$ cat config.mk
export PLATFORM = sky130hd
export DESIGN_NAME = serial_alu_ctrl
export DESIGN_NICKNAME = d
export VERILOG_FILES = /design/src/rtl/serial_alu_ctrl.sv
export SDC_FILE = /design/constraint.sdc
export NUM_CORES = 1
export LEC_CHECK = 0
export BUFFER_PORTS_ARGS = -buffer_cell sky130_fd_sc_hd__buf_2
export CAP_MARGIN = 20
export CORE_MARGIN = 1.5
export CORE_UTILIZATION = 40
export DETAILED_ROUTE_END_ITERATION = 12
export REMOVE_ABC_BUFFERS = 1
export SKIP_LAST_GASP = 1
export SYNTH_ARGS = -nofsm -noshare
export SYNTH_HDL_FRONTEND = slang
export SYNTH_SLANG_ARGS = --single-unit
$ cat constraint.sdc
create_clock -name clk -period 3.1 [get_ports clk]
set_input_delay 0.62 -clock clk [delete_from_list [all_inputs] [get_ports clk]]
set_output_delay 0.62 -clock clk [all_outputs]
set_load 0.01 [all_outputs]
$ cat src/rtl/serial_alu_ctrl.sv
// serial_alu_ctrl: bit-serial ALU that runs one WIDTH-bit AND/OR/ADD/SLT op LSB-first, one bit per clock
module serial_alu_ctrl #(
    parameter int WIDTH = 8
) (
    input  logic             clk,
    input  logic             rst_n,
    input  logic             start,
    input  logic             ainv,
    input  logic             binv,
    input  logic [1:0]       op,
    input  logic [WIDTH-1:0] a,
    input  logic [WIDTH-1:0] b,
    output logic             busy,
    output logic             done,
    output logic [WIDTH-1:0] result,
    output logic             ovf,
    output logic             zero
);
    localparam int CW = (WIDTH > 1) ? $clog2(WIDTH) : 1;
    localparam logic [1:0] IDLE = 2'd0;
    localparam logic [1:0] RUN  = 2'd1;
    localparam logic [1:0] DONE = 2'd2;
    logic [1:0]       state;
    logic [WIDTH-1:0] a_r, b_r, sh, sh_nxt, res_nxt;
    logic             ainv_r, binv_r, carry;
    logic [1:0]       op_r;
    logic [CW-1:0]    cnt;
    logic             ai, bi, sum, cout, slice, last, ovf_int, set;
    assign busy = state == RUN;
    assign done = state == DONE;
    // one slice step on the current bit, plus the MSB overflow/set correction
    always_comb begin
        ai      = a_r[cnt] ^ ainv_r;
        bi      = b_r[cnt] ^ binv_r;
        sum     = ai ^ bi ^ carry;
        cout    = (ai & bi) | (ai & carry) | (bi & carry);
        slice   = op_r == 2'd0 ? ai & bi : op_r == 2'd1 ? ai | bi : op_r == 2'd2 ? sum : 1'b0;
        last    = cnt == CW'(WIDTH - 1);
        ovf_int = carry ^ cout;
        set     = sum ^ ovf_int;
        sh_nxt  = sh;
        sh_nxt[cnt] = slice;
        res_nxt = op_r == 2'd3 ? {{(WIDTH-1){1'b0}}, set} : sh_nxt;
    end
    // IDLE/RUN/DONE sequencing, operand latching and result capture on the MSB edge
    always_ff @(posedge clk) begin
        if (!rst_n) begin
            state  <= IDLE;
            a_r    <= '0;
            b_r    <= '0;
            ainv_r <= 1'b0;
            binv_r <= 1'b0;
            op_r   <= 2'd0;
            cnt    <= '0;
            sh     <= '0;
            carry  <= 1'b0;
            result <= '0;
            ovf    <= 1'b0;
            zero   <= 1'b0;
        end else if (state == IDLE) begin
            if (start) begin
                a_r    <= a;
                b_r    <= b;
                ainv_r <= ainv;
                binv_r <= binv;
                op_r   <= op;
                cnt    <= '0;
                sh     <= '0;
                carry  <= binv;
                state  <= RUN;
            end
        end else if (state == RUN) begin
            sh    <= sh_nxt;
            carry <= cout;
            cnt   <= cnt + CW'(1);
            if (last) begin
                result <= res_nxt;
                ovf    <= op_r[1] & ovf_int;
                zero   <= res_nxt == '0;
                state  <= DONE;
            end
        end else begin
            state <= IDLE;
        end
    end
endmodule

==> results of run 1 <==
==> report_power, final <==
group / leakage [uW] / internal (uW) / switching (uW) / total [uW]
Combinational: 0.000702 / 99.3 / 120 / 219
Clock: 0.0000541 / 239 / 207 / 445
Sequential: 0.000360 / 585 / 21.3 / 606
==> area by class of cell <==
cell class | count | share of cell area [%]
Multi-Input combinational cell | 229 | 50.6
Sequential cell | 44 | 31.6
Timing Repair Buffer | 49 | 10.1
Tap cell | 72 | 3.21
Clock buffer | 5 | 2.45
Clock inverter | 3 | 1.52
Inverter | 4 | 0.535
==> stage by stage <==
| step | hold slack (ps) | setup TNS (ps) | setup WS, ps |
|---|---|---|---|
| final | 461 | 0 | 142 |
| after floorplan | 443 | -1690 | -196 |
| after global routing | 476 | -31.0 | -31.0 |
| after CTS | 466 | 0 | 30.6 |
| after global placement | 446 | 0 | 94.2 |
| after detailed placement | 453 | 0 | 54.3 |
==> sequential cells by signal, summed over array words and instances, names as in the netlist <==
register / cells
binv_r: 1
sh: 8
ainv_r: 1
carry: 1
zero: 1
op_r: 2
b_r: 8
state: 2
cnt: 3
ovf: 1
a_r: 8
result: 8
==> path summary, 6_finish.rpt <==
| kind | from | endpoint |
|---|---|---|
| max | cnt[0] | zero |
| min | ovf | ovf |
| max reg2reg | cnt[0] | zero |
| min reg2reg | ovf | ovf |
==> logic make-up after synthesis <==
group	after synthesis	synth area share (%)
simple gates	124	24.5
compound gates	92	28.7
flops	44	37.0
buf+inv	23	4.57
mux	7	2.94
fa+ha+maj	4	2.00
xor+xnor	1	0.368
==> layer usage <==
| layer | part of all wire (%) | global-route usage (%) | wire length [um] | vias up |
|---|---|---|---|---|
| li1 | - | - | - | 1117 |
| met3 | 4.4 | 4.09 | 247 | 9 |
| met4 | 1.6 | 6.55 | 89 | 0 |
| met2 | 47 | 30.3 | 2660 | 52 |
| met1 | 47 | 23.2 | 2620 | 940 |
| met5 | 0 | 0 | 0 | - |
==> cells in the mapped netlist (all sizes together), types with 2 or more instances <==
cell / n
a21boi: 26
a21oi: 11
a32o: 4
and2: 13
and3: 4
buf: 4
clkbuf: 15
dfxtp: 44
ha: 3
inv: 3
mux2i: 7
nand2: 62
nand2b: 4
nand3: 4
nand4: 2
nor2: 23
nor2b: 3
nor3: 2
o21ai: 19
o221a: 2
o22a: 3
o22ai: 3
o311ai: 2
o31ai: 11
or2: 2
==> cell usage in the layout, fill, tap and decap left out, drive strengths merged, types with 4 or more instances in the layout <==
cell type | synthesis | layout
nand2 | 62 | 62
buf | 4 | 49
dfxtp | 44 | 44
a21boi | 26 | 26
nor2 | 23 | 23
o21ai | 19 | 19
and2 | 13 | 13
o31ai | 11 | 11
a21oi | 11 | 11
mux2i | 7 | 7
clkbuf | 15 | 5
nand2b | 4 | 4
and3 | 4 | 4
nand3 | 4 | 4
a32o | 4 | 4
==> timing repair <==
action                                  4_1_cts  5_1_grt
hold endpoints to repair                      0        0
endpoints found under the setup margin        0       14
buffers inserted                              0        5
gates resized for setup                       0        8
==> tightest hold or removal path: stages, from the launching register on <==
cell and delay (ps):
dfxtp_1 310, nand2_1 50, a21boi_0 60
==> impl_metrics.tcl, run 1 <==
set metrics [dict create \
    status "completed" \
    start_util_pct 42.2 \
    drive_above_1_share_pct 23.7 \
    cts_tree "done" \
    row_count 27 \
    cts_inserted_buffers 5 \
    cp_top_family "compound AO/OA/AOI/OAI gates" \
    min_period_ps 2960 \
    crit_buf_inv 3 \
    yosysUniqueCellTypes 55 \
    grt_usage_pct 18.3 \
    final_max_slew_viol_count 0 \
    arrival_ps 3160 \
    drt_iter0_drc 119 \
    avgSynthCellArea_sq_um 8.08 \
    whs_path_depth 2 \
    grt_start_max_net_pins 41 \
    clk_latency_ps 310 \
    fmax_mhz 338 \
    nets 359 \
    clock_skew_ps 9.08 \
    maxCapViolCount 0 \
    fin_cells 406 \
    cp-start-kind "flop" \
    post-route-drc-count 0 \
    stdcell_area_sq_um 2810 \
    antenna_found_initial 0 \
    synthArstFlopShare_pct 0 \
    overflow 0 \
    hpwl_mm 3.84 \
    yosys.area.top_type "dfxtp_1" \
    grt_pass1_vias 1916 \
    die_h_um 80.2 \
    fillCellCount 592 \
    ant_nets 0 \
    hold_path_class "flop to flop" \
    ctsHoldBuffers 0 \
    die_x_um 80.2 \
    synth-seq-cells 44 \
    crit_cells 15 \
    worstPathCellList "buf_4, buf_4, or2b_1, o22ai_2, or3_4, nand2_1, ha_1, xnor2_1, buf_4, a21oi_1, o22ai_2, o21ba_2, o21ai_0, a21oi_1, a41o_1" \
    die-area_sq_um 6430 \
    synth_edf_count 0 \
    synth_area_leaders "dfxtp_1 37%, nand2_1 9.8%, a21boi_0 8.2%" \
    critical_path.endpoint_type "flop" \
    cts.htree.levels 2 \
    cts_root_buffer "clkbuf_8" \
    placed_area_sq_um 2620 \
    dr.pass1.iters 4 \
    seqCellArea_sq_um 887 \
    multi_input_area_sq_um 1420 \
    fin_crit_sh_pct 95.4 \
    gp_congestion 0.839 \
    max-slew-margin-rel_pct 50.8 \
    core-area_sq_um 5640 \
    rr_worst_depth 15 \
    critPathMaxStageDelay_ps 390 \
    vias 2118 \
    syn_area_sq_um 2380 \
    clock-sinks 44 \
    tightestPinTransition_ps 736 \
    power_uw 1270 \
    dp.cells 392 \
    setup_violations 0 \
    cpMostUsedCell "buf_4" \
    synth_top_area_share_pct 37.0 \
    crit_slowest_cell "or3_4" \
    totalWireLength_mm 5.62 \
    grt_first_pass_wirelength_mm 9.15 \
    syn2layout_area_growth_pct 17.9 \
    path_clk_slew_ps 80 \
    crit_type "flop to flop" \
    pin_count 35 \
    hold_viol_final 0 \
    final_util_pct 49.8 \
    antenna_cells 0 \
    port_buffers 34 \
    cp.required_ps 3300 \
    critPathMaxFanout 15 \
    power_density_nw_per_um2 453 \
    vias_per_cell 5.22 \
    yosys_most_used_dff "dfxtp_1" \
    synthCells 295 \
    clockBufferDepth 2 \
    wl_per_cell_um 13.8 \
    r2r_setup_slack_ps 140 \
    peakVddDrop_v 0.000227 \
    yosys_warnings 0 \
    seq_area_frac_synth_pct 37.0 \
    p_leak_uw 0.00112 \
]
Power figures use the tool's default switching activity.
==> run 2: changes to the inputs <==
==> constraint.sdc (replaced) <==
create_clock -name clk -period 2.48 [get_ports clk]
set_input_delay 0.496 -clock clk [delete_from_list [all_inputs] [get_ports clk]]
set_output_delay 0.496 -clock clk [all_outputs]
set_load 0.01 [all_outputs]
==> run 2 against run 1 <==
  * The flow now finishes with violations (negative setup slack)
  * Sequential share of layout area decreased by 2.9 points
  * Final cell count grew 6.7%
  * Global-route usage is 2.1 points higher
  * Clock skew down 4.6 ps
  * Flip-flop and latch count stayed put
  * Cell area increased by 10%
  * Via count increased by 6.4%
  * Clock power rose by 3%
==> impl_metrics.tcl, run 2 (synthesis gave the netlist of run 1 again) <==
set metrics [dict create \
    cts.htree.levels 2 \
    fin_crit_sh_pct 112 \
    p_leak_uw 0.00128 \
    r2r_start "cnt[0]" \
    clock_skew_ps 4.46 \
    grt_setup_unrepaired "yes" \
    drive_above_1_share_pct 33.2 \
    wl_per_cell_um 13.9 \
    min_period_ps 2790 \
    path_clk_slew_ps 90 \
    fmax_mhz 358 \
    clockBufferDepth 2 \
    die_x_um 80.2 \
    fin_cells 433 \
    mostFrequentLayoutCells "61 x nand2_1, 41 x dfxtp_1, 38 x buf_4" \
    cp.required_ps 2690 \
    grt_usage_pct 20.4 \
    totalWireLength_mm 6.03 \
    core-area_sq_um 5640 \
    grt_pass1_vias 2168 \
    crit_type "flop to flop" \
    status "finished, violations left" \
    nets 386 \
    cts_tree "done" \
    setup_violations 17 \
    clk_latency_ps 300 \
    power_density_nw_per_um2 516 \
    die-area_sq_um 6430 \
    port_buffers 34 \
    hold_viol_final 0 \
    dp_slack_ps -463 \
    crit_start "cnt[0]" \
    start_util_pct 42.2 \
    die_h_um 80.2 \
    arrival_ps 3000 \
    pin_count 35 \
    setup_ws_ps -310 \
    gp_congestion 0.820 \
    peakVddDrop_v 0.000268 \
    tightestPinTransition_ps 552 \
    clock-sinks 44 \
    final_max_slew_viol_count 0 \
    antenna_cells 0 \
    syn2layout_area_growth_pct 30.0 \
    violations "negative setup slack" \
    min-delay-start "b[1]" \
    vias_per_cell 5.20 \
    critPathMaxFanout 6 \
    cts_root_buffer "clkbuf_8" \
    overflow 0 \
    drt_iter0_drc 179 \
    dp.cells 412 \
    hold_slack_ps 432 \
    grt_first_pass_wirelength_mm 10.3 \
    ctsHoldBuffers 0 \
    antenna_found_initial 0 \
    post-route-drc-count 0 \
    max-slew-margin-rel_pct 63.1 \
    ant_nets 0 \
    final_util_pct 54.9 \
    final_common_cell "nand2_1" \
    vias 2253 \
    critical_path.endpoint_type "flop" \
    hold_path_class "input pin to flop" \
    maxCapViolCount 0 \
    power_uw 1600 \
    hpwl_mm 4.08 \
    row_count 27 \
    grt_start_max_net_pins 41 \
    dr.pass1.iters 4 \
    cp-start-kind "flop" \
    cts_inserted_buffers 5 \
    fillCellCount 546 \
]
## run 2: timing repair
action | 4_1_cts | 5_1_grt
gates cloned | 0 | 0
endpoints found under the setup margin | 17 | 19
resized for setup | 22 | 13
pin swaps | 25 | 10
setup buffers | 10 | 7
## run 2: final cells by class
| class | instances | area [sq um] | area share, % |
|---|---|---|---|
| tap | 72 | 90.1 | 2.91 |
| sequential | 44 | 887 | 28.6 |
| timing repair buffer | 77 | 524 | 16.9 |
| multi-input combinational | 228 | 1490 | 48.1 |
| inverter | 4 | 17.5 | 0.566 |
| clock inverter | 3 | 18.8 | 0.606 |
| clock buffer | 5 | 68.8 | 2.22 |
## run 2: critical path, cell delays in order, from the launching register on
cell and delay [ps]:
dfxtp_4 390, mux2i_1 220, o21ai_2 70, or4_4 510, and2_4 180, inv_4 70, ha_4 220, xnor2_4 250
nor2_2 60, a21oi_2 170, o31a_4 210, buf_12 130, o31ai_1 60, and2_1 150
## run 2: metal layers
metal  global-route usage [%]  routed length, um  up-vias
li1                         -                  -     1172
met1                     26.0               2700     1034
met2                     35.1               3090       39
met3                     4.55                184        8
met4                     4.48                 61        0
met5                        0                  0        -
## run 2: report_power, final
part | internal, uW | switching [uW]
clock network | 197 | 260
registers | 731 | 26.7
logic | 196 | 187
## run 2: per-stage QoR
step           instance area [sq um]  TNS [ps]
2_1_floorplan                   2290    -12020
3_3_place_gp                    2790     -5710
3_5_place_dp                    2790     -6660
4_1_cts                         3020     -5080
5_1_grt                         3100     -6560
6_report                        3100     -4470
## run 2: worst paths after layout
| check | endpoint | slack [ps] | cells after the start |
|---|---|---|---|
| hold reg to reg | result[4] | 450 | 2 |
| setup / recovery | sh[7] | -310 | 13 |
| setup reg to reg | sh[7] | -310 | 13 |
| hold / removal | b_r[1] | 430 | 3 |
